File: config.mk
export PLATFORM = sky130hd
export DESIGN_NAME = branch_predictor
export DESIGN_NICKNAME = d
export VERILOG_FILES = /design/src/rtl/branch_predictor_pkg.sv /design/src/rtl/branch_predictor_sat_counter.sv /design/src/rtl/branch_predictor.sv
export SDC_FILE = /design/constraint.sdc
export NUM_CORES = 2
export LEC_CHECK = 0
export ABC_AREA = 1
export ABC_CLOCK_PERIOD_IN_PS = 3500
export CELL_PAD_IN_SITES_DETAIL_PLACEMENT = 1
export CELL_PAD_IN_SITES_GLOBAL_PLACEMENT = 2
export CORE_ASPECT_RATIO = 1.4
export CORE_MARGIN = 5
export CORE_UTILIZATION = 30
export DETAILED_ROUTE_END_ITERATION = 8
export PLACE_DENSITY = 0.57
export SYNTH_ARGS = -nofsm -noshare
export SYNTH_HDL_FRONTEND = slang
export SYNTH_SLANG_ARGS = --single-unit
File: constraint.sdc
create_clock -name clk -period 3.5 [get_ports clk]
set_input_delay 0.525 -clock clk [delete_from_list [all_inputs] [get_ports clk]]
set_output_delay 0.525 -clock clk [all_outputs]
set_load 0.01 [all_outputs]
File: src/rtl/branch_predictor_pkg.sv
// Shared types and helpers for the branch target buffer: counter encoding,
// saturating next-state and allocation policy.
package branch_predictor_pkg;

   typedef logic [1:0] ctr_t;

   localparam ctr_t STRONG_NT = 2'b00;
   localparam ctr_t WEAK_NT   = 2'b01;
   localparam ctr_t WEAK_T    = 2'b10;
   localparam ctr_t STRONG_T  = 2'b11;

   function automatic ctr_t sat_next(input ctr_t cur, input logic inc);
      ctr_t nxt;
      nxt = cur;
      if (inc && cur != STRONG_T)
         nxt = cur + 2'd1;
      else if (!inc && cur != STRONG_NT)
         nxt = cur - 2'd1;
      return nxt;
   endfunction

   // Fresh entries start biased toward the outcome that caused the allocation
   function automatic ctr_t alloc_ctr(input logic is_jump, input logic taken);
      if (is_jump)
         return STRONG_T;
      else if (taken)
         return WEAK_T;
      else
         return WEAK_NT;
   endfunction

endpackage

File: src/rtl/branch_predictor_sat_counter.sv
// Width-generic saturating up/down counter next-state logic.
module bp_sat_counter #(
   parameter int W = 2
) (
   input  logic [W-1:0] cur,
   input  logic         inc,
   output logic [W-1:0] nxt
);

   always_comb begin
      nxt = cur;
      if (inc && cur != '1)
         nxt = cur + W'(1);
      else if (!inc && cur != '0)
         nxt = cur - W'(1);
   end

endmodule

File: src/rtl/branch_predictor.sv
// Direct-mapped BTB with 2-bit direction counters; combinational lookup,
// single update port from execute, bimodal or gshare indexing.
module branch_predictor
   import branch_predictor_pkg::*;
#(
   parameter int PC_WIDTH  = 32,
   parameter int ENTRIES   = 64,
   parameter int TAG_WIDTH = 8,
   parameter int GSHARE    = 0,
   parameter int GHR_WIDTH = $clog2(ENTRIES)
) (
   input  logic                 clk,
   input  logic                 rst,
   input  logic [PC_WIDTH-1:0]  lookup_pc,
   output logic                 pred_taken,
   output logic [PC_WIDTH-1:0]  pred_target,
   output logic [GHR_WIDTH-1:0] pred_ghr,
   input  logic                 upd_en,
   input  logic [PC_WIDTH-1:0]  upd_pc,
   input  logic [GHR_WIDTH-1:0] upd_ghr,
   input  logic                 upd_is_jump,
   input  logic                 upd_taken,
   input  logic [PC_WIDTH-1:0]  upd_target,
   input  logic                 upd_mispredict,
   output logic [31:0]          branch_count,
   output logic [31:0]          mispredict_count
);

   localparam int IDX_W = $clog2(ENTRIES);

   typedef struct packed {
      logic                 valid;
      logic [TAG_WIDTH-1:0] tag;
      logic [PC_WIDTH-1:0]  target;
      ctr_t                 ctr;
   } entry_t;

   entry_t               tbl [ENTRIES];
   logic [GHR_WIDTH-1:0] ghr;

   function automatic logic [IDX_W-1:0] index_of(input logic [PC_WIDTH-1:0]  pc,
                                                  input logic [GHR_WIDTH-1:0] h);
      logic [IDX_W-1:0] idx;
      idx = pc[IDX_W+1:2];
      if (GSHARE != 0)
         idx = idx ^ IDX_W'(h);
      return idx;
   endfunction

   // Lookup side
   logic [IDX_W-1:0] l_idx;
   entry_t           l_ent;
   logic             l_hit;

   assign l_idx       = index_of(lookup_pc, ghr);
   assign l_ent       = tbl[l_idx];
   assign l_hit       = l_ent.valid && (l_ent.tag == lookup_pc[IDX_W+2 +: TAG_WIDTH]);
   assign pred_taken  = l_hit && l_ent.ctr[1];
   assign pred_target = pred_taken ? l_ent.target : lookup_pc + PC_WIDTH'(4);
   assign pred_ghr    = ghr;

   // Update side
   logic [IDX_W-1:0] u_idx;
   entry_t           u_ent;
   logic             u_hit;
   ctr_t             u_sat;
   ctr_t             u_ctr;
   logic             u_wr_tgt;

   assign u_idx = index_of(upd_pc, upd_ghr);
   assign u_ent = tbl[u_idx];
   assign u_hit = u_ent.valid && (u_ent.tag == upd_pc[IDX_W+2 +: TAG_WIDTH]);

   bp_sat_counter #(.W(2)) u_sat_ctr (
      .cur (u_ent.ctr),
      .inc (upd_taken),
      .nxt (u_sat)
   );

   always_comb begin
      u_ctr = u_sat;
      if (!u_hit)
         u_ctr = alloc_ctr(upd_is_jump, upd_taken);
      else if (upd_is_jump)
         u_ctr = STRONG_T;
   end

   // A not-taken hit keeps the old target so a later taken flip still redirects
   assign u_wr_tgt = !u_hit || upd_is_jump || upd_taken;

   always_ff @(posedge clk or negedge rst) begin
      if (!rst) begin
         for (int i = 0; i < ENTRIES; i++) begin
            tbl[i].valid <= 1'b0;
            tbl[i].ctr   <= WEAK_NT;
         end
         ghr              <= '0;
         branch_count     <= '0;
         mispredict_count <= '0;
      end else if (upd_en) begin
         tbl[u_idx].valid <= 1'b1;
         tbl[u_idx].tag   <= upd_pc[IDX_W+2 +: TAG_WIDTH];
         tbl[u_idx].ctr   <= u_ctr;
         if (u_wr_tgt)
            tbl[u_idx].target <= upd_target;
         if (!upd_is_jump)
            ghr <= (ghr << 1) | GHR_WIDTH'(upd_taken);
         branch_count     <= branch_count + 32'd1;
         mispredict_count <= mispredict_count + {31'b0, upd_mispredict};
      end
   end

   logic unused_pc_bits;
   assign unused_pc_bits = &{1'b0, lookup_pc, upd_pc};

endmodule

==> impl_summary.md <==
Setup path
Along the worst path, the maximum fanout reaches 21. The required arrival time at the worst endpoint is 2970 ps. The category of the most critical setup path is primary input to output pin. Data arrives at the worst endpoint at 3660 ps. In this run the register-to-register setup slack is -260 ps.

The worst setup path is captured at an output pin. STA classifies the critical path startpoint as a primary input.

GRT
The number of global-route vias before repair is 116100. The total congestion overflow after global routing is 0. The largest net degree at the start of global routing is 104. The total global routing track utilization is 0.2908. The first global-routing pass estimated 929300 microns of wire. The number of antenna violations at the first check in global routing is 38.

Cells and area
In the final layout, the share of cells above drive strength 1 is 0.2036. After filler insertion, the fill cell instance count of the layout stands at 48270. The final cell utilization of the core is 0.3929. Relative to the synthesized area, the layout overhead comes to 30.42%. The final layout net count is 15200. Leaving out filler cells and counting taps, the final layout contains 21130.

Die
The cell row count is 287. For this configuration, the core starts out at a cell density of 0.3013. From bottom edge to top edge, the die measures 793.2 microns.

The die is 569.4 microns wide. The core area is 0.4363 sq mm. In this run the count of I/O pins placed on the die edge is 211. The die area is 0.4516 sq mm.

STA
The worst pin sits at a relative slew slack of 0.2089. The time the final worst path needs with I/O delays and setup is 4187 ps. The post-route clock period utilization is 1.196.

Between clock sinks in the finished design, the worst skew comes to 50.77 ps. The count of final hold-check violations is 0. The final worst setup slack is -686.9 ps. The worst-margin pin slew is 1182 ps. The total count of max-transition violations in the final report is 0. The number of setup violations in the final report is 3719.

Setup repair after global routing could not meet its margin everywhere. Derived from the worst setup path, the maximum achievable clock frequency is 238.8 MHz.

Power and ir drop
The share of total power dissipated in sequential elements is 0.467. The combinational share of power is 0.117. The internal portion of the total power is 0.05870 W. The leakage power total is 59.51 nW. The power density over the cells is 465.5 mW/mm^2. After layout, the design draws a total of 0.07981 W. The maximum VDD drop is 0.4311 mV. The analysis attributes to net switching a power of 0.02111 W. Of the total power, the clock network draws 0.416. Of the total power, the share spent switching nets is 0.2645.

Placement
Before CTS, the worst setup slack after placement is -2097 ps. The global placement routability congestion is 0.9100. The post-detailed-placement half-perimeter wirelength is 455200 microns. During placement, the flow inserted port buffers numbering 186. Counting tap cells, the placed design contains a total of 20350 instances.

Clock tree
The clock slew at the register clock pins of the worst setup and hold paths is 60 ps. The number of clock buffers added by TritonCTS is 312. The H-tree was split into 5 levels.

The root buffer cell is sky130_fd_sc_hd__clkbuf_16. The clock insertion delay at the later pin of the skew report is 980 ps. The TritonCTS clock tree is yes. The clock sink count is 2822.

The worst-case clock buffer depth is 4.

Synthesis
Of all flip-flops after synthesis, the portion carrying an async set or reset was 0.09284. Of the total synthesized cell area, the portion taken by full adders, half adders and majority gates is 0.0005712. Averaged over all synthesized cells, the footprint is 9.642 sq um. The share of the Yosys chip area taken by registers is 0.6354. The main combinational cell family by area after synthesis is simple AND/OR/NAND/NOR gates. The number of different library cells in the post-synthesis netlist is 47. The portion of netlist area occupied by mux cells is 0.0002570. In the synthesized netlist the dominant register cell turns out to be sky130_fd_sc_hd__edfxtp_1. The share of the synthesized netlist area taken by xor and xnor gates is 0.005664.

The number of nets handed over by synthesis was 13750. The Yosys step of the flow raised 0 warnings. The cell count after synthesis came out at 13630.

Synthesis inferred 2822 register bits. The complex-gate fraction of the synthesized area is 0.1089. Counting flops with a built-in enable in the synthesized netlist gives 2560.

Of the total synthesized cell area, the portion taken by AND, OR, NAND and NOR gates is 0.1913. The total standard cell area after synthesis is 0.1314 sq mm.

Drt
The final layout contains routed wiring with a total length of 697800 microns. The number of optimization iterations in the first detailed-route pass is 5. The via count normalized by instance count is 5.382. The detailed router finished its first iteration with 10680 violations.

The remaining antenna violation count is 0. The routed via count is 113700. The number of DRC violations after detailed routing is 0. In the final routed layout, each cell accounts on average for 33.02 microns.

Run status
The flow ran to the end, but the final reports show violations. The final reports fail on negative setup slack.

Flow run
The count of maximum capacitance violations is 0.

Min path
The worst hold path class is primary input to flop.
## power by group through the flow
stage	logic (W)	registers (W)	clock network (W)
2_1_floorplan	0.00331	0.0379	0
3_3_place_gp	0.00852	0.0380	0
3_5_place_dp	0.00859	0.0380	0
4_1_cts	0.00898	0.0373	0.0338
5_1_grt	0.00977	0.0373	0.0351
6_report	0.00936	0.0373	0.0332
## path summary, 6_finish.rpt
check,depth (start not counted),start,endpoint
setup reg to reg,20,tbl[1025],tbl[1421]
hold reg to reg,2,tbl[2236],tbl[2236]
min in group asynchronous,2,rst,tbl[1247]
hold / removal,2,upd_pc[11],tbl[2101]
max in group asynchronous,4,rst,tbl[1806]
setup / recovery,17,lookup_pc[3],pred_target[22]
## layout by cell type, fill, tap and decap left out, types with 26 or more instances in the layout
master                            synthesis  routed
sky130_fd_sc_hd__nand3_1                553     489
sky130_fd_sc_hd__a21oi_1                295     284
sky130_fd_sc_hd__nand2_4                 19      69
sky130_fd_sc_hd__nand2_2                 16      61
sky130_fd_sc_hd__dfrtp_1                198     198
sky130_fd_sc_hd__inv_1                  659     581
sky130_fd_sc_hd__buf_12                   0     382
sky130_fd_sc_hd__xor2_1                  69      69
sky130_fd_sc_hd__nand3_2                  1      39
sky130_fd_sc_hd__o221ai_1               195     193
sky130_fd_sc_hd__nor2_2                   5      41
sky130_fd_sc_hd__nand4_1                 37      37
sky130_fd_sc_hd__inv_2                    4      27
sky130_fd_sc_hd__clkinv_2                 0      43
sky130_fd_sc_hd__clkbuf_1               692      77
sky130_fd_sc_hd__clkinv_1                49     100
sky130_fd_sc_hd__clkinvlp_4               0      66
sky130_fd_sc_hd__nor2_1                3441    3304
sky130_fd_sc_hd__buf_6                    9      73
sky130_fd_sc_hd__dfstp_2                 64      64
sky130_fd_sc_hd__clkbuf_16                0     380
sky130_fd_sc_hd__nor3_1                  36      27
sky130_fd_sc_hd__nand3_4                  0      26
sky130_fd_sc_hd__nor2_4                   1     102
sky130_fd_sc_hd__nand2_1               2220    2101
sky130_fd_sc_hd__o21ai_0               1380    1356
sky130_fd_sc_hd__o21ai_1                 43      56
sky130_fd_sc_hd__buf_4                   87    1491
sky130_fd_sc_hd__clkdlybuf4s50_1          0     135
sky130_fd_sc_hd__edfxtp_1              2560    2560
sky130_fd_sc_hd__o211ai_1               220     220
sky130_fd_sc_hd__o22ai_1                325     321
sky130_fd_sc_hd__buf_16                   0      65
## cells by family after synthesis
group	Yosys count
and+or+nand+nor	6383
DFF	2822
AOI/OAI and AO/OA	2504
buffers and inverters	1829
xor gates and xnor gates	85
adders and majority gates	6
muxes	3
## synthesized netlist by cell type (all sizes together), types with 5 or more instances
master / instances / area share
a22o: 13 / 0.00087
edfxtp: 2560 / 0.58
nor4: 5 / 0.00024
clkinv: 49 / 0.0014
nand2: 2255 / 0.066
xnor2: 16 / 0.0011
clkbuf: 692 / 0.020
o22ai: 325 / 0.015
xor2: 69 / 0.0046
nand3: 554 / 0.021
o221ai: 195 / 0.013
a21oi: 295 / 0.011
ha: 6 / 0.00057
dfrtp: 198 / 0.038
nand4: 37 / 0.0018
or2: 41 / 0.0020
dfstp: 64 / 0.013
o211ai: 220 / 0.013
inv: 663 / 0.019
nor2: 3447 / 0.099
o21ai: 1423 / 0.054
buf: 425 / 0.018
nor3: 37 / 0.0014
a31oi: 28 / 0.0013
## repair_timing
| action | 4_1_cts | 5_1_grt |
|---|---|---|
| buffers inserted | 70 | 45 |
| pin swaps | 94 | 52 |
| hold buffers | 4 | 0 |
| hold endpoints to repair | 190 | 0 |
| cloned | 42 | 66 |
| endpoints found under the setup margin | 4249 | 4257 |
| resized for setup | 551 | 441 |
## state kept, by name, indices dropped and copies added, names as in the netlist
register	cells
branch_count	32
tbl	2752
pred_ghr	6
mispredict_count	32
## layout make-up
cell class	count	area [sq um]	area share
clock buffer	406	8432	0.04919
clock inverter	150	1328	0.007744
inverter	712	2984	0.01741
sequential	2822	83510	0.4871
tap	5780	7232	0.04219
timing repair buffer	2261	25070	0.1462
multi-input combinational	8981	42830	0.2498
antenna	18	45.04	0.0002628
## worst max-delay path, cell delays in order
cell	delay (ps)
sky130_fd_sc_hd__buf_8	190
sky130_fd_sc_hd__inv_12	120
sky130_fd_sc_hd__buf_4	190
sky130_fd_sc_hd__buf_12	160
sky130_fd_sc_hd__buf_16	190
sky130_fd_sc_hd__buf_4	210
sky130_fd_sc_hd__bufbuf_16	320
sky130_fd_sc_hd__o21ai_0	110
sky130_fd_sc_hd__o22ai_1	110
sky130_fd_sc_hd__o211ai_1	430
sky130_fd_sc_hd__nand3_1	210
sky130_fd_sc_hd__nand2_1	160
sky130_fd_sc_hd__nand3_1	150
sky130_fd_sc_hd__buf_12	190
sky130_fd_sc_hd__nand3_2	100
sky130_fd_sc_hd__nand2_4	50
sky130_fd_sc_hd__buf_6	110
## stage by stage
| step | setup TNS [ps] | instance area [sq um] | hold slack (ps) |
|---|---|---|---|
| finish | -402610 | 171400 | 160.4 |
| global route | -639010 | 171400 | 116.8 |
| CTS | -396220 | 167700 | 68.83 |
| detailed placement | -4628670 | 154400 | 377.7 |
| global placement | -4548520 | 154400 | 376.5 |
| floorplan | 0 | 131700 | 229.4 |
## per-layer routing
layer	GRT usage	share of wire	vias up
li1	-	-	49310
met1	0.3579	0.39	59510
met2	0.5085	0.49	3821
met3	0.03134	0.053	1049
met4	0.1409	0.062	18
met5	0	0.00045	-
No activity file was read; power rests on OpenSTA's default activity.
